$ cat src/rtl/stream_scale_offset_conv.sv
// Multi-channel stochastic-bitstream scale/offset converter: each channel adds a
// per-bit weight to a fractional residue and emits the carry as the output bit.
module stream_scale_offset_conv #(
  parameter int NUM_CH   = 8,
  parameter int ACC_W    = 4,
  parameter int RES_INIT = 0
) (
  input  logic              clk,
  input  logic              rst,
  input  logic              en,
  input  logic              clr,
  input  logic [1:0]        mode,
  input  logic [ACC_W:0]    wgt1,
  input  logic [ACC_W:0]    wgt0,
  input  logic [NUM_CH-1:0] in,
  output logic [NUM_CH-1:0] out,
  output logic              out_valid
);

  localparam logic [ACC_W:0]   FULL = (ACC_W+1)'(1 << ACC_W);
  localparam logic [ACC_W:0]   HALF = (ACC_W+1)'(1 << (ACC_W - 1));
  localparam logic [ACC_W-1:0] RES0 = ACC_W'(RES_INIT);

  logic [ACC_W:0]    w_one;
  logic [ACC_W:0]    w_zero;
  logic [NUM_CH-1:0] carry;

  // Weight pair is shared by all channels; custom weights only reach the
  // datapath in mode 3, so undriven weights cannot leak into other modes.
  always_comb begin
    w_one  = FULL;
    w_zero = HALF;
    case (mode)
      2'd0: begin
        w_one  = FULL;
        w_zero = HALF;
      end
      2'd1: begin
        w_one  = HALF;
        w_zero = '0;
      end
      2'd2: begin
        w_one  = FULL;
        w_zero = '0;
      end
      default: begin
        w_one  = (wgt1 > FULL) ? FULL : wgt1;
        w_zero = (wgt0 > FULL) ? FULL : wgt0;
      end
    endcase
  end

  genvar gi;
  generate
    for (gi = 0; gi < NUM_CH; gi++) begin : g_ch
      logic [ACC_W-1:0] res_reg;
      logic [ACC_W:0]   sum;

      // residue <= FULL-1 and weight <= FULL, so ACC_W+1 bits always suffice
      assign sum       = {1'b0, res_reg} + (in[gi] ? w_one : w_zero);
      assign carry[gi] = sum[ACC_W];

      always_ff @(posedge clk or posedge rst) begin
        if (rst) begin
          res_reg <= RES0;
        end else if (clr) begin
          res_reg <= RES0;
        end else if (en) begin
          res_reg <= sum[ACC_W-1:0];
        end
      end
    end
  endgenerate

  always_ff @(posedge clk or posedge rst) begin
    if (rst) begin
      out       <= '0;
      out_valid <= 1'b0;
    end else if (clr || !en) begin
      out       <= '0;
      out_valid <= 1'b0;
    end else begin
      out       <= carry;
      out_valid <= 1'b1;
    end
  end

endmodule

$ cat config.mk
export PLATFORM = sky130hd
export DESIGN_NAME = stream_scale_offset_conv
export DESIGN_NICKNAME = d
export VERILOG_FILES = /design/src/rtl/stream_scale_offset_conv.sv
export SDC_FILE = /design/constraint.sdc
export NUM_CORES = 1
export LEC_CHECK = 0
export BUFFER_PORTS_ARGS = -buffer_cell sky130_fd_sc_hd__buf_2
export CAP_MARGIN = 20
export CORE_UTILIZATION = 45
export CTS_CLUSTER_SIZE = 10
export DETAILED_ROUTE_END_ITERATION = 10
export PLACE_DENSITY_LB_ADDON = 0.25
export SLEW_MARGIN = 5
export SYNTH_ARGS = -nofsm -noshare
export SYNTH_HDL_FRONTEND = slang
export SYNTH_SLANG_ARGS = --single-unit
$ cat constraint.sdc
create_clock -name clk -period 2.4 [get_ports clk]
set_clock_uncertainty 0.1 [all_clocks]
set_input_delay 0.24 -clock clk [delete_from_list [all_inputs] [get_ports clk]]
set_output_delay 0.24 -clock clk [all_outputs]
set_load 0.005 [all_outputs]
==> flow_summary.json <==
{
  "status": "finished with violations",
  "violated_checks": "DRC",
  "post_synth_inst_count": 327,
  "power_leakage_nw": 1.767,
  "synthesis.area_sq_um": 3083,
  "max_slew_margin_pct": 50.81,
  "antenna_violating_nets_post_route": 0,
  "yosysWarnings": 0,
  "cts_buf_count": 5,
  "clockBufferDepth": 2,
  "cts-root-buf": "clkbuf_8",
  "grt-ovfl-total": 0,
  "initial_utilization_pct": 47.47,
  "route.vias.total": 2451,
  "postCtsResizedCells": 0,
  "cp_data_required_time_ps": 2480,
  "routed_length_per_placed_instance_microns": 16.18,
  "setup_repair_after_global_routing_missed_its_margin": "false",
  "met2WireLength_microns": 3532,
  "crit_arrival_ps": 2180,
  "core-area_sq_um": 6495,
  "dpl_cell_area_sq_um": 3353,
  "seqPwrFrac_pct": 48.6,
  "tritoncts": "yes",
  "grt_max_degree": 43,
  "grt_first_pass_wirelength_microns": 11900,
  "worstSetupStartpointType": "input port",
  "routed_wire_length_microns": 7102,
  "maximum_vdd_drop_v": 0.0002185,
  "route.detailed.vias_per_inst": 5.583,
  "period_share_pct": 87.53,
  "route.detailed.drc": 4,
  "die_x_microns": 84.77,
  "power_switching_share_pct": 29.40,
  "r2r-start": "g_ch[4].res_reg[0]",
  "worstSetupPathType": "input port to flip-flop",
  "cts_num_sinks": 41,
  "timing_max_transition_violations_final": 0,
  "global_route.usage.total_pct": 21.61,
  "max_clock_freq_mhz": 476.0,
  "first_global_vias": 2433,
  "cap_viol_max_count": 0,
  "worst_hold_path_type": "input port to flip-flop",
  "die_h_microns": 84.77,
  "ios": 33,
  "critPathMaxFanout": 8,
  "mapped_nets": 391,
  "end_point_of_the_critical_path": "out[0]",
  "combPwrFrac_pct": 20.9,
  "first_pass_iters": 7,
  "synth.lib_cells_used.distinct": 29,
  "clk_pin_slew_ps": 80,
  "ys_seq_elements": 41,
  "nets": 426,
  "setup_violations": 0,
  "drt_iter0_markers": 172,
  "largest_register_ffs": 32,
  "routed-wl-met3_microns": 305,
  "p_int_mw": 1.086,
  "final_area_sq_um": 3450,
  "place.detailed.hpwl_microns": 4987,
  "utilization_pct": 53.11,
  "antenna_violations_before_repair": 0,
  "endpoint_of_the_most_critical_register_to_register_path": "out[4]",
  "cts_h_tree_depth": 2,
  "crit_startpoint": "mode[1]",
  "timing_worst_slew_pin_value_ps": 737.9,
  "drive_gt1_share_pct": 16.02,
  "ff2ff_path_depth": 6,
  "setup.worst_path.end_class": "flip-flop",
  "switching_power_summed_over_all_nets_mw": 0.4523,
  "topRoutingLayerUsed": "met4",
  "fp.dieArea_sq_um": 7186,
  "avgSynthCellArea_sq_um": 9.428,
  "finalWeightedCongestion": 0.8797,
  "seq_area_frac_synth_pct": 33.28,
  "layout_min_cycle_time_ps": 2101,
  "clock_insertion_delay_worst_skew_ps": 300,
  "place.port_buffers": 32,
  "r2r_setup_slack_ps": 550,
  "layout-area-overhead-vs-synth_pct": 11.89,
  "drt-met1-wl_microns": 3180,
  "report.final.hold_viol_count": 0,
  "diodes": 0,
  "std_cell_rows": 29,
  "clock_power_share_pct": 30.4,
  "areal_power_density_over_the_cells_nw_per_um2": 446.0
}
[power groups by stage]
stage	registers [mW]	clock network, mW	logic (mW)
after floorplan	0.758	0	0.233
after global placement	0.761	0	0.313
after detailed placement	0.762	0	0.321
after CTS	0.748	0.490	0.324
after global routing	0.752	0.521	0.365
final	0.748	0.468	0.322
[area by class of cell]
class	count	area, sq um
Clock buffer	7	86.33
Sequential cell	41	1026
Inverter	13	48.80
Timing Repair Buffer	48	282.8
Tap cell	77	96.34
Multi-Input combinational cell	253	1909
Fill cell	591	3045
[layer usage]
layer  global-route usage [%]  vias to the layer above
li1                         -                     1225
met1                    28.11                     1175
met2                    36.88                       46
met3                    3.736                        5
met4                    6.471                        0
met5                        0                        -
[placed cells by master, fill, tap and decap left out]
cell type	instances
nor3b_2	3
o21a_1	1
o311ai_0	8
xnor2_1	9
inv_1	11
nand3_1	10
nor2b_1	1
nand2_1	30
a21oi_1	17
dlygate4sd3_1	1
xor2_1	7
nand4_1	8
ha_1	32
a211o_1	7
nand2b_1	1
dfrtp_1	41
nand2b_4	1
clkbuf_1	1
fa_1	8
mux2i_1	32
a211oi_1	8
a21boi_2	1
buf_2	32
clkinv_1	2
o21ai_0	25
clkbuf_8	6
a21o_1	7
nor2_1	37
buf_4	15
[per-stage QoR]
| step | total power, mW | setup TNS [ps] | instances | hold WS (ps) | worst slack [ps] |
|---|---|---|---|---|---|
| finish | 1.538 | 0 | 439 | 270.6 | 299.2 |
| global route | 1.638 | 0 | 439 | 273.1 | 40.08 |
| detailed placement | 1.083 | -7.686 | 431 | 308.3 | -7.686 |
| CTS | 1.563 | 0 | 439 | 262.6 | 303.8 |
| global placement | 1.074 | 0 | 431 | 304.5 | 25.80 |
| floorplan | 0.9905 | 0 | 327 | 370.5 | 232.9 |
[logic make-up (layout without fill, tap and decap cells)]
kind of cell               Yosys count  in the layout  synth area share, %
and+or+nand+nor                     91             91                13.47
AOI/OAI and AO/OA                   74             74                15.34
DFF                                 41             41                33.28
adders and majority gates           40             40                18.18
buffers and inverters               33             68                4.789
muxes                               32             32                10.39
xor gates and xnor gates            16             16                4.546
[how the worst min path moves through the flow]
stage / start / cells after the start / end
3_3_place_gp: rst / 3 / g_ch[1].res_reg[2]
5_1_grt: en / 3 / out[7]
2_1_floorplan: rst / 1 / g_ch[0].res_reg[0]
3_5_place_dp: rst / 3 / g_ch[2].res_reg[2]
4_1_cts: en / 3 / out[1]
6_report: en / 3 / out[0]
[synthesized netlist by cell type, drive strengths merged]
cell type   n  area, sq um
dfrtp      41         1026
nor2       37        138.9
ha         32        400.4
mux2i      32        320.3
nand2      30        112.6
o21ai      25        125.1
a21oi      17        85.08
buf        16        82.58
inv        12        45.04
nand3      10        50.05
xnor2       9        78.83
a211oi      8        60.06
fa          8        160.2
nand4       8        50.05
o311ai      8        70.07
a211o       7        61.31
a21o        7        52.55
xor2        7        61.31
clkbuf      4        16.26
nor3b       3        37.54
nand2b      2        20.02
a21boi      1        11.26
clkinv      1        3.750
nor2b       1        6.260
o21a        1        7.510
[repair_timing]
item	in CTS	in global routing
hold buffers	1	0
setup buffers	0	0
hold endpoints to repair	41	0
[critical path, cell delays in order]
cell and delay (ps):
buf_2 100, nand2_1 90, nor2_1 210, nand2_1 210, o21ai_0 210, ha_1 190, inv_1 50, fa_1 380
nand2b_1 160, a21oi_1 150, xnor2_1 130, nor2_1 50
(Power assumes the default switching activity.)
